$ cat src/rtl/mem_pkg.sv
// mem_pkg: shared types and constants for the RV64 memory-access stage.
//   - funct3 size/sign encodings (F3_B .. F3_WU)
//   - FSM state enum
//   - byte-lane size masks plus helpers for the mask, natural-alignment
//     clear bits and misalignment detection
package mem_pkg;

  localparam logic [2:0] F3_B  = 3'b000;
  localparam logic [2:0] F3_H  = 3'b001;
  localparam logic [2:0] F3_W  = 3'b010;
  localparam logic [2:0] F3_D  = 3'b011;
  localparam logic [2:0] F3_BU = 3'b100;
  localparam logic [2:0] F3_HU = 3'b101;
  localparam logic [2:0] F3_WU = 3'b110;

  typedef enum logic [1:0] {IDLE, BUSY, DONE} mem_state_e;

  localparam logic [7:0] MASK_B = 8'h01;
  localparam logic [7:0] MASK_H = 8'h03;
  localparam logic [7:0] MASK_W = 8'h0F;
  localparam logic [7:0] MASK_D = 8'hFF;

  // funct3[1:0] selects size; 111 decodes as D.
  function automatic logic [7:0] size_mask(input logic [2:0] f3);
    case (f3[1:0])
      2'b00:   size_mask = MASK_B;
      2'b01:   size_mask = MASK_H;
      2'b10:   size_mask = MASK_W;
      default: size_mask = MASK_D;
    endcase
  endfunction

  // Offset bits that must be zero for a naturally aligned access.
  function automatic logic [2:0] align_bits(input logic [2:0] f3);
    case (f3[1:0])
      2'b00:   align_bits = 3'b000;
      2'b01:   align_bits = 3'b001;
      2'b10:   align_bits = 3'b011;
      default: align_bits = 3'b111;
    endcase
  endfunction

  function automatic logic is_misaligned(input logic [2:0] f3, input logic [2:0] off);
    is_misaligned = |(off & align_bits(f3));
  endfunction

endpackage

$ cat src/rtl/mem_access_stage_if.sv
// mem_access_stage_if: registered request/ready bus to the 64-bit data memory.
//   master: the M stage (drives dm_req/dm_we/dm_addr/dm_wdata/dm_wstrb)
//   slave : the data memory (drives dm_ready/dm_rdata)
// dm_rdata is meaningful only in a cycle with dm_ready & !dm_we.
interface mem_access_stage_if #(
  parameter int N      = 64,
  parameter int STRB_W = N/8
);
  logic              dm_req;
  logic              dm_we;
  logic [N-1:0]      dm_addr;
  logic [N-1:0]      dm_wdata;
  logic [STRB_W-1:0] dm_wstrb;
  logic              dm_ready;
  logic [N-1:0]      dm_rdata;

  modport master (
    output dm_req, dm_we, dm_addr, dm_wdata, dm_wstrb,
    input  dm_ready, dm_rdata
  );

  modport slave (
    input  dm_req, dm_we, dm_addr, dm_wdata, dm_wstrb,
    output dm_ready, dm_rdata
  );
endinterface

$ cat src/rtl/mem_lane_align.sv
// mem_lane_align: combinational byte-lane steering for the M stage.
//   funct3   in  size/sign of the access
//   offset   in  byte offset within the doubleword (already aligned if needed)
//   st_data  in  right-aligned store data
//   ld_raw   in  raw doubleword from memory
//   wdata    out store data shifted onto its byte lanes
//   wstrb    out byte strobes for the access
//   ld_ext   out load value extracted from its lanes and sign/zero extended
module mem_lane_align
  import mem_pkg::*;
#(
  parameter int N      = 64,
  parameter int STRB_W = N/8
) (
  input  logic [2:0]        funct3,
  input  logic [2:0]        offset,
  input  logic [N-1:0]      st_data,
  input  logic [N-1:0]      ld_raw,
  output logic [N-1:0]      wdata,
  output logic [STRB_W-1:0] wstrb,
  output logic [N-1:0]      ld_ext
);

  logic [5:0]   bit_sh;
  logic [N-1:0] ld_sh;
  logic         sgn;

  assign bit_sh = {offset, 3'b000};
  assign wdata  = st_data << bit_sh;
  assign wstrb  = size_mask(funct3) << offset;
  assign ld_sh  = ld_raw >> bit_sh;
  // BU/HU/WU have funct3[2] set; 111 falls into the D branch and is unaffected.
  assign sgn    = ~funct3[2];

  always_comb begin
    ld_ext = ld_sh;
    case (funct3[1:0])
      2'b00:   ld_ext = {{(N-8){sgn & ld_sh[7]}},   ld_sh[7:0]};
      2'b01:   ld_ext = {{(N-16){sgn & ld_sh[15]}}, ld_sh[15:0]};
      2'b10:   ld_ext = {{(N-32){sgn & ld_sh[31]}}, ld_sh[31:0]};
      default: ld_ext = ld_sh;
    endcase
  end

endmodule

$ cat src/rtl/mem_access_stage.sv
// mem_access_stage: RV64 M stage. Turns the EX/MEM address and store data
// into one registered request on the data-memory bus, waits for dm_ready,
// extracts/extends load data, and stalls upstream until the access is done.
//   clk, reset_n           clock, async active-low reset
//   valid_M, flush_M       instruction valid / kill
//   memRead_M, memWrite_M  load / store
//   funct3_M               size/sign (B,H,W,D,BU,HU,WU; 111 = D)
//   aluResult_M            effective byte address
//   writeData_M            right-aligned store data
//   dm                     memory bus (master side)
//   readData_M             extended load result (held between loads)
//   stall_M                hold upstream stages
//   misaligned_M           access misaligned for its size
// Optional: define MEM_MISALIGN_CHECK_EN to flag misaligned accesses and
// suppress them; otherwise low address bits are forced to natural alignment
// and the access always proceeds.
module mem_access_stage
  import mem_pkg::*;
#(
  parameter int N      = 64,
  parameter int STRB_W = N/8
) (
  input  logic                       clk,
  input  logic                       reset_n,
  input  logic                       valid_M,
  input  logic                       flush_M,
  input  logic                       memRead_M,
  input  logic                       memWrite_M,
  input  logic [2:0]                 funct3_M,
  input  logic [N-1:0]               aluResult_M,
  input  logic [N-1:0]               writeData_M,
  mem_access_stage_if.master         dm,
  output logic [N-1:0]               readData_M,
  output logic                       stall_M,
  output logic                       misaligned_M
);

  mem_state_e        state;
  logic              acc, mis;
  logic [2:0]        off_cur;
  // Access attributes captured at issue; upstream may move on after a flush.
  logic [2:0]        lat_f3, lat_off;
  logic              lat_load;
  logic              killed;
  logic [2:0]        f3_sel, off_sel;
  logic [N-1:0]      al_wdata, al_ld;
  logic [STRB_W-1:0] al_wstrb;

  assign acc = valid_M & (memRead_M | memWrite_M) & ~flush_M;

`ifdef MEM_MISALIGN_CHECK_EN
  assign mis          = is_misaligned(funct3_M, aluResult_M[2:0]);
  assign off_cur      = aluResult_M[2:0];
  assign misaligned_M = reset_n & acc & mis;
`else
  assign mis          = 1'b0;
  assign off_cur      = aluResult_M[2:0] & ~align_bits(funct3_M);
  assign misaligned_M = 1'b0;
`endif

  // Gated by reset_n so the output sits at its reset value while in reset.
  assign stall_M = reset_n & acc & ~mis & (state != DONE);

  // One aligner shared: store steering is needed only at issue (IDLE),
  // load extraction only while the access is outstanding.
  assign f3_sel  = (state == IDLE) ? funct3_M : lat_f3;
  assign off_sel = (state == IDLE) ? off_cur  : lat_off;

  mem_lane_align #(.N(N), .STRB_W(STRB_W)) u_align (
    .funct3  (f3_sel),
    .offset  (off_sel),
    .st_data (writeData_M),
    .ld_raw  (dm.dm_rdata),
    .wdata   (al_wdata),
    .wstrb   (al_wstrb),
    .ld_ext  (al_ld)
  );

  always_ff @(posedge clk or negedge reset_n) begin
    if (!reset_n) begin
      state       <= IDLE;
      dm.dm_req   <= 1'b0;
      dm.dm_we    <= 1'b0;
      dm.dm_addr  <= '0;
      dm.dm_wdata <= '0;
      dm.dm_wstrb <= '0;
      readData_M  <= '0;
      lat_f3      <= '0;
      lat_off     <= '0;
      lat_load    <= 1'b0;
      killed      <= 1'b0;
    end else begin
      case (state)
        IDLE: begin
          if (acc && !mis) begin
            dm.dm_req   <= 1'b1;
            dm.dm_we    <= memWrite_M;
            dm.dm_addr  <= {aluResult_M[N-1:3], 3'b000};
            dm.dm_wdata <= al_wdata;
            dm.dm_wstrb <= al_wstrb;
            lat_f3      <= funct3_M;
            lat_off     <= off_cur;
            lat_load    <= ~memWrite_M;
            killed      <= 1'b0;
            state       <= BUSY;
          end
        end
        BUSY: begin
          // A flush cannot cancel the bus transaction; it only drops the result.
          killed <= killed | flush_M;
          if (dm.dm_ready) begin
            dm.dm_req <= 1'b0;
            if (lat_load && !killed && !flush_M)
              readData_M <= al_ld;
            state <= DONE;
          end
        end
        DONE:    state <= IDLE;
        default: state <= IDLE;
      endcase
    end
  end

endmodule
$ cat src/flat_wrapper.sv
// flat-port wrapper written by rule: the top's interface ports become plain ports
module mem_access_stage_flat import mem_pkg::*;
#(
  parameter int N      = 64,
  parameter int STRB_W = N/8
)
  (clk, reset_n, valid_M, flush_M, memRead_M, memWrite_M, funct3_M, aluResult_M, writeData_M, readData_M, stall_M, misaligned_M, dm_dm_req, dm_dm_we, dm_dm_addr, dm_dm_wdata, dm_dm_wstrb, dm_dm_ready, dm_dm_rdata);
  mem_access_stage_if #(.N(N), .STRB_W(STRB_W)) dm_i ();
  input  logic clk;
  input  logic reset_n;
  input  logic valid_M;
  input  logic flush_M;
  input  logic memRead_M;
  input  logic memWrite_M;
  input  logic [2:0] funct3_M;
  input  logic [N-1:0] aluResult_M;
  input  logic [N-1:0] writeData_M;
  output logic [N-1:0] readData_M;
  output logic stall_M;
  output logic misaligned_M;
  output wire logic [$bits(dm_i.dm_req)-1:0] dm_dm_req;
  output wire logic [$bits(dm_i.dm_we)-1:0] dm_dm_we;
  output wire logic [$bits(dm_i.dm_addr)-1:0] dm_dm_addr;
  output wire logic [$bits(dm_i.dm_wdata)-1:0] dm_dm_wdata;
  output wire logic [$bits(dm_i.dm_wstrb)-1:0] dm_dm_wstrb;
  input wire logic [$bits(dm_i.dm_ready)-1:0] dm_dm_ready;
  input wire logic [$bits(dm_i.dm_rdata)-1:0] dm_dm_rdata;
  assign dm_dm_req = dm_i.dm_req;
  assign dm_dm_we = dm_i.dm_we;
  assign dm_dm_addr = dm_i.dm_addr;
  assign dm_dm_wdata = dm_i.dm_wdata;
  assign dm_dm_wstrb = dm_i.dm_wstrb;
  assign dm_i.dm_ready = dm_dm_ready;
  assign dm_i.dm_rdata = dm_dm_rdata;
  mem_access_stage #(.N(N), .STRB_W(STRB_W)) u_core (.clk(clk), .reset_n(reset_n), .valid_M(valid_M), .flush_M(flush_M), .memRead_M(memRead_M), .memWrite_M(memWrite_M), .funct3_M(funct3_M), .aluResult_M(aluResult_M), .writeData_M(writeData_M), .dm(dm_i), .readData_M(readData_M), .stall_M(stall_M), .misaligned_M(misaligned_M));
endmodule
$ cat config.mk
export PLATFORM = sky130hd
export DESIGN_NAME = mem_access_stage_flat
export DESIGN_NICKNAME = d
export VERILOG_FILES = /design/src/rtl/mem_pkg.sv /design/src/rtl/mem_access_stage_if.sv /design/src/rtl/mem_lane_align.sv /design/src/rtl/mem_access_stage.sv /design/src/flat_wrapper.sv
export SDC_FILE = /design/constraint.sdc
export NUM_CORES = 1
export LEC_CHECK = 0
export BUFFER_PORTS_ARGS = -buffer_cell sky130_fd_sc_hd__buf_2
export CELL_PAD_IN_SITES_DETAIL_PLACEMENT = 0
export CELL_PAD_IN_SITES_GLOBAL_PLACEMENT = 1
export CORE_MARGIN = 4
export CORE_UTILIZATION = 41
export CTS_BUF_LIST = sky130_fd_sc_hd__clkbuf_4 sky130_fd_sc_hd__clkbuf_8
export DETAILED_ROUTE_END_ITERATION = 8
export HOLD_SLACK_MARGIN = 0.06
export MAX_ROUTING_LAYER = met4
export PLACE_DENSITY = 0.8
export REMOVE_ABC_BUFFERS = 1
export SLEW_MARGIN = 10
export SYNTH_ARGS = -nofsm -noshare
export SYNTH_HDL_FRONTEND = slang
export SYNTH_HIERARCHICAL = 1
export SYNTH_SLANG_ARGS = --single-unit
$ cat constraint.sdc
create_clock -name clk -period 3 [get_ports clk]
set_clock_uncertainty 0.05 [all_clocks]
set_input_delay 0.45 -clock clk [delete_from_list [all_inputs] [get_ports clk]]
set_output_delay 0.45 -clock clk [all_outputs]
set_load 0.03 [all_outputs]
==> results of run 1 <==
## state kept, by name (all words and copies together) (netlist names)
| name | flops |
|---|---|
| u_core/dm.dm_wstrb | 8 |
| u_core/lat_f3 | 3 |
| u_core/lat_off | 3 |
| u_core/killed | 1 |
| u_core/dm.dm_we | 1 |
| u_core/dm.dm_addr | 61 |
| u_core/state | 2 |
| u_core/readData_M | 64 |
| u_core/dm.dm_req | 1 |
| u_core/dm.dm_wdata | 64 |
| u_core/lat_load | 1 |
## layout by cell type, fill, tap and decap left out, types with 11 or more instances in the layout
master / count
mux2_2: 188
buf_4: 24
clkbuf_8: 49
mux2i_1: 105
nand4_1: 34
mux2_4: 74
dlygate4sd3_1: 27
nand2_1: 70
nor2b_1: 11
o22ai_1: 17
buf_12: 18
mux4_2: 13
o2bb2ai_1: 16
nor2_1: 61
buf_2: 400
o21ai_0: 42
clkbuf_4: 19
dfrtp_1: 209
nand3_1: 19
a21oi_1: 29
## critical path, cell delays in order, from the launching register on
cell	delay, ns
dfrtp_1	0.44
nor2_4	0.23
mux2_8	0.45
buf_4	0.23
nor2_1	0.80
a32oi_1	0.25
nand3_1	0.15
mux2_2	0.15
## cell families after synthesis
family | after synthesis | share of synthesized area (%)
DFF | 209 | 41.24
muxes | 385 | 36.73
and+or+nand+nor | 228 | 8.869
buffers and inverters | 104 | 6.067
other | 1 | 0.02957
AOI/OAI and AO/OA | 140 | 7.073
## cell type report
class	instances	area share, %
Tap cell	396	3.066
Inverter	4	0.09291
Timing Repair Buffer	470	17.50
Clock inverter	2	0.08517
Antenna cell	2	0.03097
Clock buffer	68	5.056
Multi-Input combinational cell	757	41.81
Sequential cell	209	32.36
## path summary, 6_finish.rpt
path / start / endpoint
max in group asynchronous: reset_n / u_core/dm.dm_wdata[27]
worst max register to register: u_core/state[0] / u_core/readData_M[20]
worst min register to register: u_core/dm.dm_addr[16] / u_core/dm.dm_addr[16]
worst max-delay path: u_core/state[0] / u_core/readData_M[20]
worst min-delay path: aluResult_M[33] / u_core/dm.dm_addr[33]
min in group asynchronous: reset_n / u_core/readData_M[31]
## report_power, final
group	switching [mW]	internal, mW	total (mW)
registers	0.609	3.88	4.49
clock network	1.23	1.70	2.93
logic	4.17	2.60	6.77
total	6.01	8.19	14.2
## routing by layer
layer / part of all wire (%) / wire length, um / track usage (%)
met4: 2.2 / 886 / 5.768
met2: 48 / 19050 / 37.34
met3: 9.0 / 3596 / 6.193
met5: 0 / 0 / -
met1: 41 / 16320 / 29.29
## repair_timing
item,4_1_cts,5_1_grt
setup endpoints to repair,0,2
endpoints found under the hold margin,44,0
hold buffers,27,0
gates resized for setup,0,1
==> impl_metrics.tcl, run 1 <==
set metrics [dict create \
    async_flop_share_pct 100.0 \
    dieHeight_um 183.9 \
    ctsLongestPathBuffers 3 \
    placed_area_um2 15050 \
    rows 64 \
    syn_area_per_cell_um2 11.89 \
    rrSetupSlack_ns 0.17 \
    cp_max_fo 16 \
    cts_setup_buffers 0 \
    multi_input_area_um2 6756 \
    synth_top_area_share_pct 41.24 \
    p_total_mw 14.20 \
    syn_area_um2 12680 \
    slew_violations 0 \
    clock_sinks 209 \
    yosysMostFrequentCell "dfrtp_1" \
    remaining_drc_errors 0 \
    clk_pin_slew_ns 0.06 \
    core_um2 30590 \
    finalCriticalPeriod_ns 2.831 \
    power_density_nw_per_um2 878.6 \
    yosysTopAreaCell "dfrtp_1" \
    ctsHtreeMaxLevel 2 \
    max_freq_ghz 0.3533 \
    start_util_pct 41.46 \
    die-area_um2 33810 \
    worst_hold_slack_ns 0.1044 \
    max_cap_violations 0 \
    yosys_warnings 6 \
    dp_cells 1809 \
    drt_wl_total_um 39850 \
    crit_path_start_kind "flop" \
    io_pins 406 \
    finalSetupViolations 0 \
    irDropWorstVdd_uv 542.8 \
    cts_tree "yes" \
    wl_per_cell_um 20.89 \
    place_congestion 0.8259 \
    grt_overflow_total 0 \
    ant_nets 0 \
    cts_root_buf "clkbuf_8" \
    pre_cts_slack_ns 0.09904 \
    r2r_cells 7 \
    grt_usage_pct 23.19 \
    grt_max_degree 120 \
    hold_viol_final 0 \
    grt_pass1_wl_um 60880 \
    numCtsBuffers 40 \
    drtIter0Drc 608 \
    slew-limit-headroom_pct 31.98 \
    port_buffers 401 \
    end_kind "flop" \
    grt_pass1_vias 10765 \
    synth_top_cells_by_area "dfrtp_1 41%, mux2_2 17%, mux2_4 8.8%, mux2i_1 8.3%, mux4_2 2.3%" \
    cp.required_ns 3.41 \
    stdcell_count 1908 \
    p_leak_nw 7.749 \
    area_delta_synth_final_pct 27.41 \
    netlist_instances 1067 \
    routed_via_density 5.422 \
    synth_cell_types 52 \
    synth_seq_cells 209 \
    tns_ns 0 \
    synth_top_flop_cell "dfrtp_1" \
    clk_latency_ns 0.53 \
    hold_path.class "input pin to flop" \
    nFillCells 2728 \
    firstDrtPassIters 5 \
    worstHoldPathCells 2 \
    area.sequential_um2 5230 \
    final_core_util_pct 52.83 \
    fin_area_um2 16160 \
    nets 1684 \
    antenna_found_initial 2 \
    hpwl_um 28280 \
    max_slew.worst_pin.slew_ns 1.016 \
    fp.dieW_um 183.9 \
    critPathArrivalTime_ns 3.24 \
    period_share_pct 94.36 \
    ys_seq_area_share_pct 41.24 \
    finalWorstSetupSlack_ns 0.1692 \
    drive_above_1_share_pct 53.18 \
    run_status "complete, no violations" \
    ys_top_cells_by_count "209 x dfrtp_1, 191 x mux2_2, 105 x mux2i_1, 74 x mux2_4, 70 x nand2_1" \
    vias 10345 \
    synth_edf_count 0 \
    rsz0062_at_grt "false" \
    critical_path_class "flop to flop" \
]
Power figures use the tool's default switching activity.
==> run 2: changes to the inputs <==
--- a/config.mk
+++ b/config.mk
@@ -6,15 +6,16 @@
 export NUM_CORES = 1
 export LEC_CHECK = 0
 export BUFFER_PORTS_ARGS = -buffer_cell sky130_fd_sc_hd__buf_2
+export CAP_MARGIN = 20
 export CELL_PAD_IN_SITES_DETAIL_PLACEMENT = 0
 export CELL_PAD_IN_SITES_GLOBAL_PLACEMENT = 1
 export CORE_MARGIN = 4
-export CORE_UTILIZATION = 41
-export CTS_BUF_LIST = sky130_fd_sc_hd__clkbuf_4 sky130_fd_sc_hd__clkbuf_8
+export CORE_UTILIZATION = 40
+export CTS_BUF_LIST = sky130_fd_sc_hd__clkbuf_4 sky130_fd_sc_hd__clkbuf_8 sky130_fd_sc_hd__clkbuf_16
 export DETAILED_ROUTE_END_ITERATION = 8
 export HOLD_SLACK_MARGIN = 0.06
 export MAX_ROUTING_LAYER = met4
-export PLACE_DENSITY = 0.8
+export PLACE_DENSITY = 0.88
 export REMOVE_ABC_BUFFERS = 1
 export SLEW_MARGIN = 10
 export SYNTH_ARGS = -nofsm -noshare
==> impl_metrics.tcl, run 2 (synthesis results as in run 1) <==
set metrics [dict create \
    ctsHoldBuffers 1 \
    period_share_pct 94.55 \
    cpMaxStageDelayCell "nor2_1" \
    port_buffers 401 \
    grt_usage_pct 21.73 \
    critPathArrivalTime_ns 3.24 \
    fp.dieW_um 186.1 \
    cts_tree "yes" \
    cpPeakStageDelay_ns 0.75 \
    dieHeight_um 186.1 \
    numCtsBuffers 25 \
    worstHoldPathCells 2 \
    max_cap_violations 0 \
    grt_pass1_vias 10364 \
    critical_path_class "flop to flop" \
    start_util_pct 41.03 \
    path_cells "nor2_4 -> buf_4 -> mux2_2 -> buf_4 -> inv_1 -> nor2_1 -> a32oi_1 -> nand3_1 -> mux2_2" \
    hold_start "memWrite_M" \
    drt_wl_total_um 38780 \
    ctsResizeCount 0 \
    ctsHtreeMaxLevel 1 \
    n_antenna_cell 0 \
    io_pins 406 \
    clk_latency_ns 0.52 \
    grt_max_degree 111 \
    crit_path_start_kind "flop" \
    worst_hold_slack_ns 0.09112 \
    run_status "complete, no violations" \
    final_common_cell "buf_2" \
    stdcell_count 1850 \
    end_kind "flop" \
    max_slew.worst_pin.slew_ns 1.019 \
    fin_area_um2 15790 \
    tns_ns 0 \
    r2r_cells 9 \
    rsz0062_at_grt "false" \
    place_congestion 0.8554 \
    routed_via_density 5.502 \
    cts_root_buf "clkbuf_16" \
    cp.required_ns 3.41 \
    dp_cells 1807 \
    core_um2 30910 \
    slew_violations 0 \
    ant_nets 0 \
    min_to "u_core/lat_load" \
    r2r_end "u_core/readData_M[17]" \
    max_freq_ghz 0.3525 \
    drtIter0Drc 598 \
    hold_viol_final 0 \
    cp_max_fo 17 \
    rows 64 \
    ctsLongestPathBuffers 3 \
    remaining_drc_errors 0 \
    slew-limit-headroom_pct 31.80 \
    reg2reg_from "u_core/state[0]" \
    placed_area_um2 15000 \
    power_density_nw_per_um2 894.0 \
    grt_pass1_wl_um 58220 \
    hpwl_um 28080 \
    finalSetupViolations 0 \
    clk_pin_slew_ns 0.06 \
    clock_sinks 209 \
    firstDrtPassIters 5 \
    reg_top3 "u_core/dm.dm_wdata (64), u_core/readData_M (64), u_core/dm.dm_addr (61)" \
    nets 1641 \
    p_leak_nw 7.568 \
    rrSetupSlack_ns 0.16 \
    grt_overflow_total 0 \
    vias 10179 \
    antenna_found_initial 0 \
    mostFrequentLayoutCells "400 x buf_2, 209 x dfrtp_1, 188 x mux2_2" \
    irDropWorstVdd_uv 707.3 \
    area_delta_synth_final_pct 24.49 \
    die-area_um2 34620 \
    drive_above_1_share_pct 53.09 \
    finalCriticalPeriod_ns 2.837 \
    cp-startpoint "u_core/state[0]" \
    wl_per_cell_um 20.96 \
    hold_path.class "input pin to flop" \
    cts_setup_buffers 0 \
]
-- run 2: how the worst max path moves through the flow --
stage               depth (start not counted)                     to  slack, ns
floorplan                                   3  u_core/dm.dm_addr[10]      -2.69
global placement                            8   u_core/readData_M[6]       0.17
detailed placement                          8   u_core/readData_M[0]       0.11
CTS                                         8  u_core/dm.dm_wdata[3]       0.18
global route                                9  u_core/readData_M[19]       0.04
finish                                      9  u_core/readData_M[17]       0.16
-- run 2: cell type report --
class / instances / area [um2]
clock inverters: 10 / 77.57
well taps: 396 / 495.5
inverters: 4 / 15.01
clock buffers: 32 / 703.2
flip-flops and latches: 209 / 5230
fillers: 2786 / 15120
multi-input cells: 757 / 6754
repair buffers: 442 / 2515
-- run 2: routing by layer --
| layer | GRT usage (%) | vias to the layer above | part of all wire, % | wire length, um |
|---|---|---|---|---|
| met4 | 6.558 | 0 | 3.2 | 1251 |
| li1 | - | 4639 | - | - |
| met5 | - | - | 0 | 0 |
| met3 | 4.573 | 80 | 8.3 | 3212 |
| met1 | 27.86 | 4978 | 41 | 15800 |
| met2 | 34.86 | 482 | 48 | 18520 |
-- run 2: through the flow --
step	util, %	total power, mW	setup slack, ns
final	51.08	14.12	0.1634
after global routing	51.08	14.83	0.03601
after CTS	51.08	14.25	0.1810
after detailed placement	48.53	11.26	0.1116
after global placement	48.53	11.13	0.1680
after floorplan	-	9.059	-2.691
-- run 2: where the power goes --
part	switching (mW)	internal, mW
combinational	4.16	2.56
sequential	0.610	3.88
clock	1.18	1.72
total	5.95	8.17
-- run 2: worst max-delay path: cells and delay by family, from the launching register on --
family / cells / cell delay [ns]
AO/OA/AOI/OAI: 1 / 0.23
buffers and inverters: 3 / 0.58
flip-flops: 1 / 0.44
multiplexers: 2 / 0.32
AND/OR/NAND/NOR: 3 / 1.14
